$ cat config.mk
export PLATFORM = sky130hd
export DESIGN_NAME = pulse_hs_buffer_flat
export DESIGN_NICKNAME = d
export VERILOG_FILES = /design/src/rtl/pulse_hs_buffer_if.sv /design/src/rtl/pulse_hs_buffer.sv /design/src/flat_wrapper.sv
export SDC_FILE = /design/constraint.sdc
export NUM_CORES = 1
export LEC_CHECK = 0
export ABC_AREA = 1
export CORE_MARGIN = 8
export CORE_UTILIZATION = 50
export DETAILED_ROUTE_END_ITERATION = 12
export GPL_ROUTABILITY_DRIVEN = 0
export PLACE_DENSITY = 0.74
export REMOVE_ABC_BUFFERS = 1
export SYNTH_ARGS = -nofsm -noshare
export SYNTH_HDL_FRONTEND = slang
export SYNTH_SLANG_ARGS = --single-unit
export TNS_END_PERCENT = 1
$ cat constraint.sdc
create_clock -name clk_i -period 2.73 [get_ports clk_i]
set_input_delay 0.546 -clock clk_i [delete_from_list [all_inputs] [get_ports clk_i]]
set_output_delay 0.546 -clock clk_i [all_outputs]
set_load 0.02 [all_outputs]
$ cat src/rtl/pulse_hs_buffer_if.sv
// pulse_hs_buffer_if: groups the capture strobe, payload and downstream valid/ready
// handshake of pulse_hs_buffer together with its occupancy and drop status.
//
// Modports
//   master : the buffer itself. It drives out_valid, dout, full, empty, level and drop_pulse.
//            It samples in_pulse, din and out_ready.
//   slave  : the surrounding logic (producer plus consumer). It drives in_pulse, din and
//            out_ready, and observes the rest.
//
// Parameters must match the ones given to the pulse_hs_buffer instance.
interface pulse_hs_buffer_if #(
  parameter int unsigned DATA_W = 8,
  parameter int unsigned DEPTH  = 4
);
  localparam int unsigned LvlW = $clog2(DEPTH) + 1;

  logic              in_pulse;
  logic [DATA_W-1:0] din;
  logic              out_valid;
  logic              out_ready;
  logic [DATA_W-1:0] dout;
  logic              full;
  logic              empty;
  logic [LvlW-1:0]   level;
  logic              drop_pulse;

  modport master (
    input  in_pulse,
    input  din,
    input  out_ready,
    output out_valid,
    output dout,
    output full,
    output empty,
    output level,
    output drop_pulse
  );

  modport slave (
    output in_pulse,
    output din,
    output out_ready,
    input  out_valid,
    input  dout,
    input  full,
    input  empty,
    input  level,
    input  drop_pulse
  );
endinterface

$ cat src/rtl/pulse_hs_buffer.sv
// pulse_hs_buffer: captures a DATA_W-bit word on every one-cycle in_pulse into a DEPTH-entry
// circular queue. The queued words are offered to a downstream consumer through a
// valid/ready handshake. A pulse that arrives while the queue is full, with no pop in the
// same cycle, is discarded. The discard is flagged on drop_pulse for one cycle.
//
// Ports
//   clk_i      : sole clock, rising edge
//   rst_i      : asynchronous reset, active-high; clears pointers, memory and flags
//   bus        : pulse_hs_buffer_if.master carrying the following signals
//                in_pulse/din  - capture strobe and payload
//                out_valid/out_ready/dout - head-of-queue handshake
//                full/empty/level - occupancy derived from the registered pointers
//                drop_pulse    - registered one-cycle discard flag
//   ovf_clr    : clears ovf_cnt on the next edge; present only with PULSE_HS_OVF_CNT_EN
//   ovf_cnt    : saturating 8-bit drop count; present only with PULSE_HS_OVF_CNT_EN
//
// Optional feature macro: PULSE_HS_OVF_CNT_EN enables the overflow counter and its ports.
module pulse_hs_buffer #(
  parameter int unsigned DATA_W = 8,
  parameter int unsigned DEPTH  = 4
) (
  input  logic                     clk_i,
  input  logic                     rst_i,
  pulse_hs_buffer_if.master        bus
`ifdef PULSE_HS_OVF_CNT_EN
  ,
  input  logic                     ovf_clr,
  output logic [7:0]               ovf_cnt
`endif
);

  localparam int unsigned AddrW = $clog2(DEPTH);
  localparam logic [AddrW:0] PtrOne = {{AddrW{1'b0}}, 1'b1};

  // Pointers carry one extra wrap bit so that full and empty can be told apart.
  logic [AddrW:0]    wr_ptr_q, rd_ptr_q;
  logic [DATA_W-1:0] mem_q [DEPTH];
  logic [DATA_W-1:0] hold_q;
  logic              drop_q;

  logic              full, empty;
  logic              push, pop, drop;
  logic [DATA_W-1:0] head;

  always_comb begin
    empty = (wr_ptr_q == rd_ptr_q);
    full  = (wr_ptr_q[AddrW-1:0] == rd_ptr_q[AddrW-1:0]) &&
            (wr_ptr_q[AddrW] != rd_ptr_q[AddrW]);
    head  = mem_q[rd_ptr_q[AddrW-1:0]];
    pop   = !empty && bus.out_ready;
    // A pop in the same cycle frees the slot, so a full queue still accepts the push.
    push  = bus.in_pulse && (!full || pop);
    drop  = bus.in_pulse && full && !pop;
  end

  always_ff @(posedge clk_i or posedge rst_i) begin
    if (rst_i) begin
      wr_ptr_q <= '0;
      rd_ptr_q <= '0;
    end else begin
      if (push) wr_ptr_q <= wr_ptr_q + PtrOne;
      if (pop)  rd_ptr_q <= rd_ptr_q + PtrOne;
    end
  end

  always_ff @(posedge clk_i or posedge rst_i) begin
    if (rst_i) begin
      for (int unsigned i = 0; i < DEPTH; i++) begin
        mem_q[i] <= '0;
      end
    end else if (push) begin
      mem_q[wr_ptr_q[AddrW-1:0]] <= bus.din;
    end
  end

  // Remember the last word handed over so dout stays put once the queue drains.
  always_ff @(posedge clk_i or posedge rst_i) begin
    if (rst_i) begin
      hold_q <= '0;
    end else if (pop) begin
      hold_q <= head;
    end
  end

  always_ff @(posedge clk_i or posedge rst_i) begin
    if (rst_i) begin
      drop_q <= 1'b0;
    end else begin
      drop_q <= drop;
    end
  end

`ifdef PULSE_HS_OVF_CNT_EN
  logic [7:0] ovf_cnt_q;

  // Clear takes priority over a drop in the same cycle.
  always_ff @(posedge clk_i or posedge rst_i) begin
    if (rst_i) begin
      ovf_cnt_q <= '0;
    end else if (ovf_clr) begin
      ovf_cnt_q <= '0;
    end else if (drop && (ovf_cnt_q != 8'hFF)) begin
      ovf_cnt_q <= ovf_cnt_q + 8'd1;
    end
  end

  assign ovf_cnt = ovf_cnt_q;
`endif

  assign bus.out_valid  = !empty;
  assign bus.dout       = empty ? hold_q : head;
  assign bus.full       = full;
  assign bus.empty      = empty;
  assign bus.level      = wr_ptr_q - rd_ptr_q;
  assign bus.drop_pulse = drop_q;

endmodule

$ cat src/flat_wrapper.sv
// flat-port wrapper written by rule: the top's interface ports become plain ports
module pulse_hs_buffer_flat 
#(
  parameter int unsigned DATA_W = 8,
  parameter int unsigned DEPTH  = 4
)
  (clk_i, rst_i, bus_in_pulse, bus_din, bus_out_ready, bus_out_valid, bus_dout, bus_full, bus_empty, bus_level, bus_drop_pulse);
  pulse_hs_buffer_if #(.DATA_W(DATA_W), .DEPTH(DEPTH)) bus_i ();
  input  logic clk_i;
  input  logic rst_i;
  input wire logic [$bits(bus_i.in_pulse)-1:0] bus_in_pulse;
  input wire logic [$bits(bus_i.din)-1:0] bus_din;
  input wire logic [$bits(bus_i.out_ready)-1:0] bus_out_ready;
  output wire logic [$bits(bus_i.out_valid)-1:0] bus_out_valid;
  output wire logic [$bits(bus_i.dout)-1:0] bus_dout;
  output wire logic [$bits(bus_i.full)-1:0] bus_full;
  output wire logic [$bits(bus_i.empty)-1:0] bus_empty;
  output wire logic [$bits(bus_i.level)-1:0] bus_level;
  output wire logic [$bits(bus_i.drop_pulse)-1:0] bus_drop_pulse;
  assign bus_i.in_pulse = bus_in_pulse;
  assign bus_i.din = bus_din;
  assign bus_i.out_ready = bus_out_ready;
  assign bus_out_valid = bus_i.out_valid;
  assign bus_dout = bus_i.dout;
  assign bus_full = bus_i.full;
  assign bus_empty = bus_i.empty;
  assign bus_level = bus_i.level;
  assign bus_drop_pulse = bus_i.drop_pulse;
  pulse_hs_buffer #(.DATA_W(DATA_W), .DEPTH(DEPTH)) u_core (.clk_i(clk_i), .rst_i(rst_i), .bus(bus_i));
endmodule
# Yosys cells after proc, flatten, opt, wreduce, memory -nomap -nowiden
# Cells that the tools add are included.
[totals]
reg_bits = 47
out_inout_bits = 15
[op_classes]
eq_ne = 3
addsub = 3
n_mux = 7
n_lt_le_gt_ge = 3
reduce_logical = 10
n_bitwise = 2
[ops]
columns = ["cell", "n"]
rows = [
  ["32-bit bitwise mux", 1],
  ["8-bit two-way mux", 4],
  ["8-bit binary-select mux with 2-bit select", 1],
  ["8-bit demux with 2-bit select", 1],
  ["3-bit by 1-bit adder with 3-bit output, second input constant", 2],
  ["3-bit >= comparator, second input constant", 2],
  ["1-bit logical AND", 6],
  ["2-bit NOT with 3-bit output", 2],
  ["3-bit equality test", 1],
  ["1-bit logical NOT", 3],
  ["3-bit by 1-bit < comparator with 1-bit output, second input constant", 1],
  ["3-bit subtractor", 1],
  ["2-bit equality test", 1],
  ["1-bit logical OR", 1],
  ["1-bit != test", 1],
]

# Logic depth before layout (Yosys ltp)
# Gate-level depths: netlist (run 1).
[depth]
word_depth = 6
depth_mapped = 10

# Worst setup path after synthesis (run 1)
# Ideal clock, no wire load.
[synth_timing]
kind = "register to output"
startpoint = "register u_core.rd_ptr_q[1]"
endpoint = "output port bus_dout[0]"
required_ps = 2184
slack_ps = 418
arrival_time_ps = 1766
n_path_buf = 2
path_stages_with_launch = 10
cell_sequence = "dfrtp_1 clkinv_1 buf_2 ha_1 nand2_1 nor2_4 buf_6 inv_2 nand2_1 nand2_1"
[synth_lines]
columns = ["item", "line", "source"]
rows = [
  ["from (decl)", "pulse_hs_buffer.sv:36", "logic [AddrW:0] wr_ptr_q, rd_ptr_q;"],
  ["from (signal assigned)", "pulse_hs_buffer.sv:62", "if (pop) rd_ptr_q <= rd_ptr_q + PtrOne;"],
  ["3-bit equality test", "pulse_hs_buffer.sv:46", "empty = (wr_ptr_q == rd_ptr_q);"],
  ["net bus_empty", "flat_wrapper.sv:17", "output wire logic [$bits(bus_i.empty)-1:0] bus_empty;"],
  ["8-bit two-way mux", "pulse_hs_buffer.sv:111", "assign bus.dout = empty ? hold_q : head;"],
  ["to (decl)", "flat_wrapper.sv:15", "output wire logic [$bits(bus_i.dout)-1:0] bus_dout;"],
]
# The timed path passes the listed nets, and every way through them passes these cells. The select of a mux whose other input is x is not followed.

# Final worst setup path (run 1)
[layout_timing]
startpoint = "register u_core.wr_ptr_q[0]"
endpoint = "output port bus_dout[1]"
[layout_between]
elab_chain_len = 2
[layout_rtl]
columns = ["item", "line", "source"]
rows = [
  ["from (decl)", "pulse_hs_buffer.sv:36", ""],
  ["from (signal assigned)", "pulse_hs_buffer.sv:61", "if (push) wr_ptr_q <= wr_ptr_q + PtrOne;"],
  ["3-bit equality test", "pulse_hs_buffer.sv:46", ""],
  ["8-bit two-way mux", "pulse_hs_buffer.sv:111", ""],
]
# No other way between the ends.

==> results.py, run 1 <==
metrics = {
    "finish": {
        "diodes": 0,
        "layout.nets": 355,
        "area_growth_pct": 14.63,
        "post-route-util_pct": 57.89,
        "drive_gt1_share_pct": 8.631,
    },
    "pwr": {
        "combPwrFrac_pct": 59.0,
        "power_density_nw_per_um2": 1368,
        "seq_power_share_pct": 30.7,
        "fin_total_pwr_w": 0.003942,
        "ir_worst_vdd_mv": 0.4907,
        "leakagePower_nw": 1.533,
        "p_sw_share_pct": 48.73,
        "power.switching_w": 0.001921,
        "p_clk_share_pct": 10.3,
        "p_int_w": 0.002021,
    },
    "min_path": {
        "hp-start": "u_core.mem_q[21]",
        "holdPathStages": 2,
        "holdPathEnd": "u_core.mem_q[21]",
        "holdCritPathClass": "flop to flop",
    },
    "setup_path": {
        "cp_slowest_stage_delay_ns": 0.40,
        "cp_max_fo": 9,
        "r2r_slack_ns": 0.43,
        "critical_path_required_ns": 2.18,
        "reg2reg_to": "u_core.mem_q[29]",
        "r2r_cells": 8,
        "arrival_ns": 2.02,
        "worstSetupEndpointType": "primary output",
        "crit_buf_inv": 3,
        "crit_family": "buffers and inverters",
        "startpoint": "u_core.wr_ptr_q[0]",
        "slowest_stage": "dfrtp_1",
        "worst_path_most_repeated_cell": "nand2_1",
        "crit_path_start_kind": "flop",
        "worstSetupPathType": "flop to primary output",
        "r2r-start": "u_core.wr_ptr_q[0]",
        "crit_chain": "inv_1 -> ha_1 -> nand2_2 -> nor2_4 -> inv_2 -> nand2_1 -> nand2_1 -> dlygate4sd2_1",
    },
    "logic_synthesis": {
        "synth_warnings": 0,
        "ys_seq_elements": 47,
        "netlist_area_um2": 2514,
        "ys_types": 24,
        "synth_cells": 311,
        "syn_avg_cell_area_um2": 8.083,
        "synth_seq_area_share_pct": 46.79,
    },
    "global_routing": {
        "grt_antenna_before_repair": 0,
        "track_usage_pct": 17.87,
        "grt_pass1_wl_um": 10520,
        "grt_overflow": 0,
        "grt_max_degree": 42,
        "grt_pass1_vias": 2104,
    },
    "route": {
        "via_count": 2156,
        "ant_nets": 0,
        "wirelength_um": 6036,
        "via_per_inst": 5.310,
        "drt-wirelength-per-cell_um": 14.87,
        "dr.pass1.iters": 4,
        "drc": 0,
        "drt_iter0_markers": 175,
    },
    "place": {
        "port-buffer-count": 26,
        "hpwl_um": 4069,
    },
    "timing": {
        "min_period_over_period_pct": 94.16,
        "hold_violations": 0,
        "fin_crit_ns": 2.570,
        "holdWs_ns": 0.4718,
        "fmax_mhz": 389.0,
        "rsz0062_at_grt": "no",
        "worstMarginPinSlew_ns": 0.5315,
        "maxSlewHeadroom_pct": 64.52,
        "fin_tns_setup_ns": 0,
        "setup_viol": 0,
        "final_max_slew_viol_count": 0,
        "finClkSkew_ns": 0.005024,
    },
    "cts": {
        "ctsHtreeMaxLevel": 2,
        "cts_tree": "built",
        "max-clock-path-buffers": 2,
        "numCtsBuffers": 5,
        "cts_sinks": 47,
        "clockRootBuffer": "clkbuf_8",
        "insertion_delay_ns": 0.30,
        "path_clk_slew_ns": 0.09,
    },
    "floorplan": {
        "die_x_um": 86.91,
        "ios": 27,
        "coreArea_um2": 4977,
        "num_rows": 26,
        "die_y_um": 86.91,
        "initial_core_util_pct": 50.50,
        "die_area_um2": 7552,
    },
    "status": {
        "outcome": "finished clean",
    },
    "run": {
        "max_cap_violations": 0,
    },
}
==> registers in the layout, summed over array words and instances (netlist names) <==
register               count
u_core.bus.drop_pulse      1
u_core.hold_q              8
u_core.mem_q              32
u_core.rd_ptr_q            3
u_core.wr_ptr_q            3
==> how the worst max path moves through the flow <==
stage	end	slack [ns]	cells after the start
final	bus_dout[1]	0.16	8
after global routing	bus_dout[6]	0.007	8
after detailed placement	bus_dout[1]	0.13	8
after global placement	bus_dout[0]	0.21	8
after CTS	bus_out_valid	0.01	6
after floorplan	bus_dout[0]	0.34	7
==> final cells by class <==
| class | instances | area [um2] |
|---|---|---|
| inverter | 14 | 52.55 |
| tap | 70 | 87.58 |
| multi-input combinational | 233 | 1150 |
| sequential | 47 | 1176 |
| fill | 463 | 2096 |
| clock buffer | 5 | 68.82 |
| timing repair buffer | 34 | 331.6 |
| clock inverter | 3 | 15.01 |
==> repair_timing <==
item | CTS | global route
pin swaps | 1 | 0
endpoints found under the hold margin | 0 | 0
cloned | 1 | 0
hold buffers | 0 | 0
buffers inserted | 0 | 0
gates resized for setup | 11 | 4
endpoints found under the setup margin | 11 | 4
==> routing by layer <==
layer / track usage [%] / part of all wire [%] / up-vias
met4: 6.260 / 1.2 / 0
li1: - / - / 1065
met2: 29.35 / 49 / 63
met5: 0 / 0 / -
met1: 22.76 / 44 / 1022
met3: 3.491 / 5.8 / 6
==> cell families after synthesis <==
logic type                 synth area share [%]
DFF                                       46.79
AOI/OAI and AO/OA                         5.376
and+or+nand+nor                           34.84
buffers and inverters                     8.014
xor gates and xnor gates                 0.6970
adders and majority gates                 4.281
==> Yosys cell counts <==
library cell	n	share of area, %
nand2_1	125	19
nand2_4	1	0.45
dfrtp_1	47	47
clkbuf_1	1	0.15
nand3_1	5	1.0
fa_1	1	0.80
ha_1	7	3.5
a21oi_1	1	0.20
buf_12	3	2.4
nand3_4	2	1.4
inv_1	10	1.5
o21ai_0	24	4.8
clkbuf_2	3	0.60
nand4_1	33	8.2
nor2_1	25	3.7
buf_6	2	0.90
o21ai_1	2	0.40
clkinv_1	1	0.15
nand2_2	2	0.50
buf_2	8	1.6
xor2_1	2	0.70
buf_4	1	0.30
inv_2	3	0.45
nor2_4	2	0.90
==> worst reg2reg max path: cells and delay by family, from the launching register on <==
family                     cells  cell delay, ns
and+or+nand+nor                5            1.25
DFF                            1            0.42
adders and majority gates      1            0.28
buffers and inverters          2            0.25
==> power groups by stage <==
| stage | registers (W) | logic (W) | clock network, W |
|---|---|---|---|
| 2_1_floorplan | 0.00119 | 0.00147 | 0 |
| 3_3_place_gp | 0.00120 | 0.00241 | 0 |
| 3_5_place_dp | 0.00121 | 0.00244 | 0 |
| 4_1_cts | 0.00120 | 0.00237 | 0.000416 |
| 5_1_grt | 0.00124 | 0.00260 | 0.000449 |
| 6_report | 0.00121 | 0.00233 | 0.000405 |
==> cells in the final DEF (no fill, tap or decap) <==
cell,n
a21oi_1,1
inv_2,4
nand2_4,1
clkinv_2,3
buf_4,7
xor2_1,2
dlymetal6s2s_1,4
nand2_1,124
ha_1,7
buf_12,1
nor2_1,25
nor2_4,3
o21ai_0,24
nand2_2,3
clkinv_1,1
fa_1,1
clkbuf_8,5
dfrtp_1,47
nand3_4,2
nand4_1,33
nand3_1,5
o21ai_1,2
clkdlybuf4s50_1,13
inv_1,9
dlygate4sd2_1,9
==> per-stage QoR <==
| stage | cells | setup slack [ns] | cell area [um2] |
|---|---|---|---|
| 2_1_floorplan | 293 | 0.3442 | 2365 |
| 3_3_place_gp | 397 | 0.2082 | 2785 |
| 3_5_place_dp | 397 | 0.1302 | 2785 |
| 4_1_cts | 406 | 0.01303 | 2872 |
| 5_1_grt | 406 | 0.006735 | 2882 |
| 6_report | 406 | 0.1595 | 2882 |
(Power assumes the default switching activity.)
==> inputs of run 2 (changes only) <==
--- a/config.mk
+++ b/config.mk
@@ -12,6 +12,7 @@
 export GPL_ROUTABILITY_DRIVEN = 0
 export PLACE_DENSITY = 0.74
 export REMOVE_ABC_BUFFERS = 1
+export SLEW_MARGIN = 40
 export SYNTH_ARGS = -nofsm -noshare
 export SYNTH_HDL_FRONTEND = slang
 export SYNTH_SLANG_ARGS = --single-unit
==> results of run 2 <==
The final DEF is identical to that of run 1; final timing and power are the same.
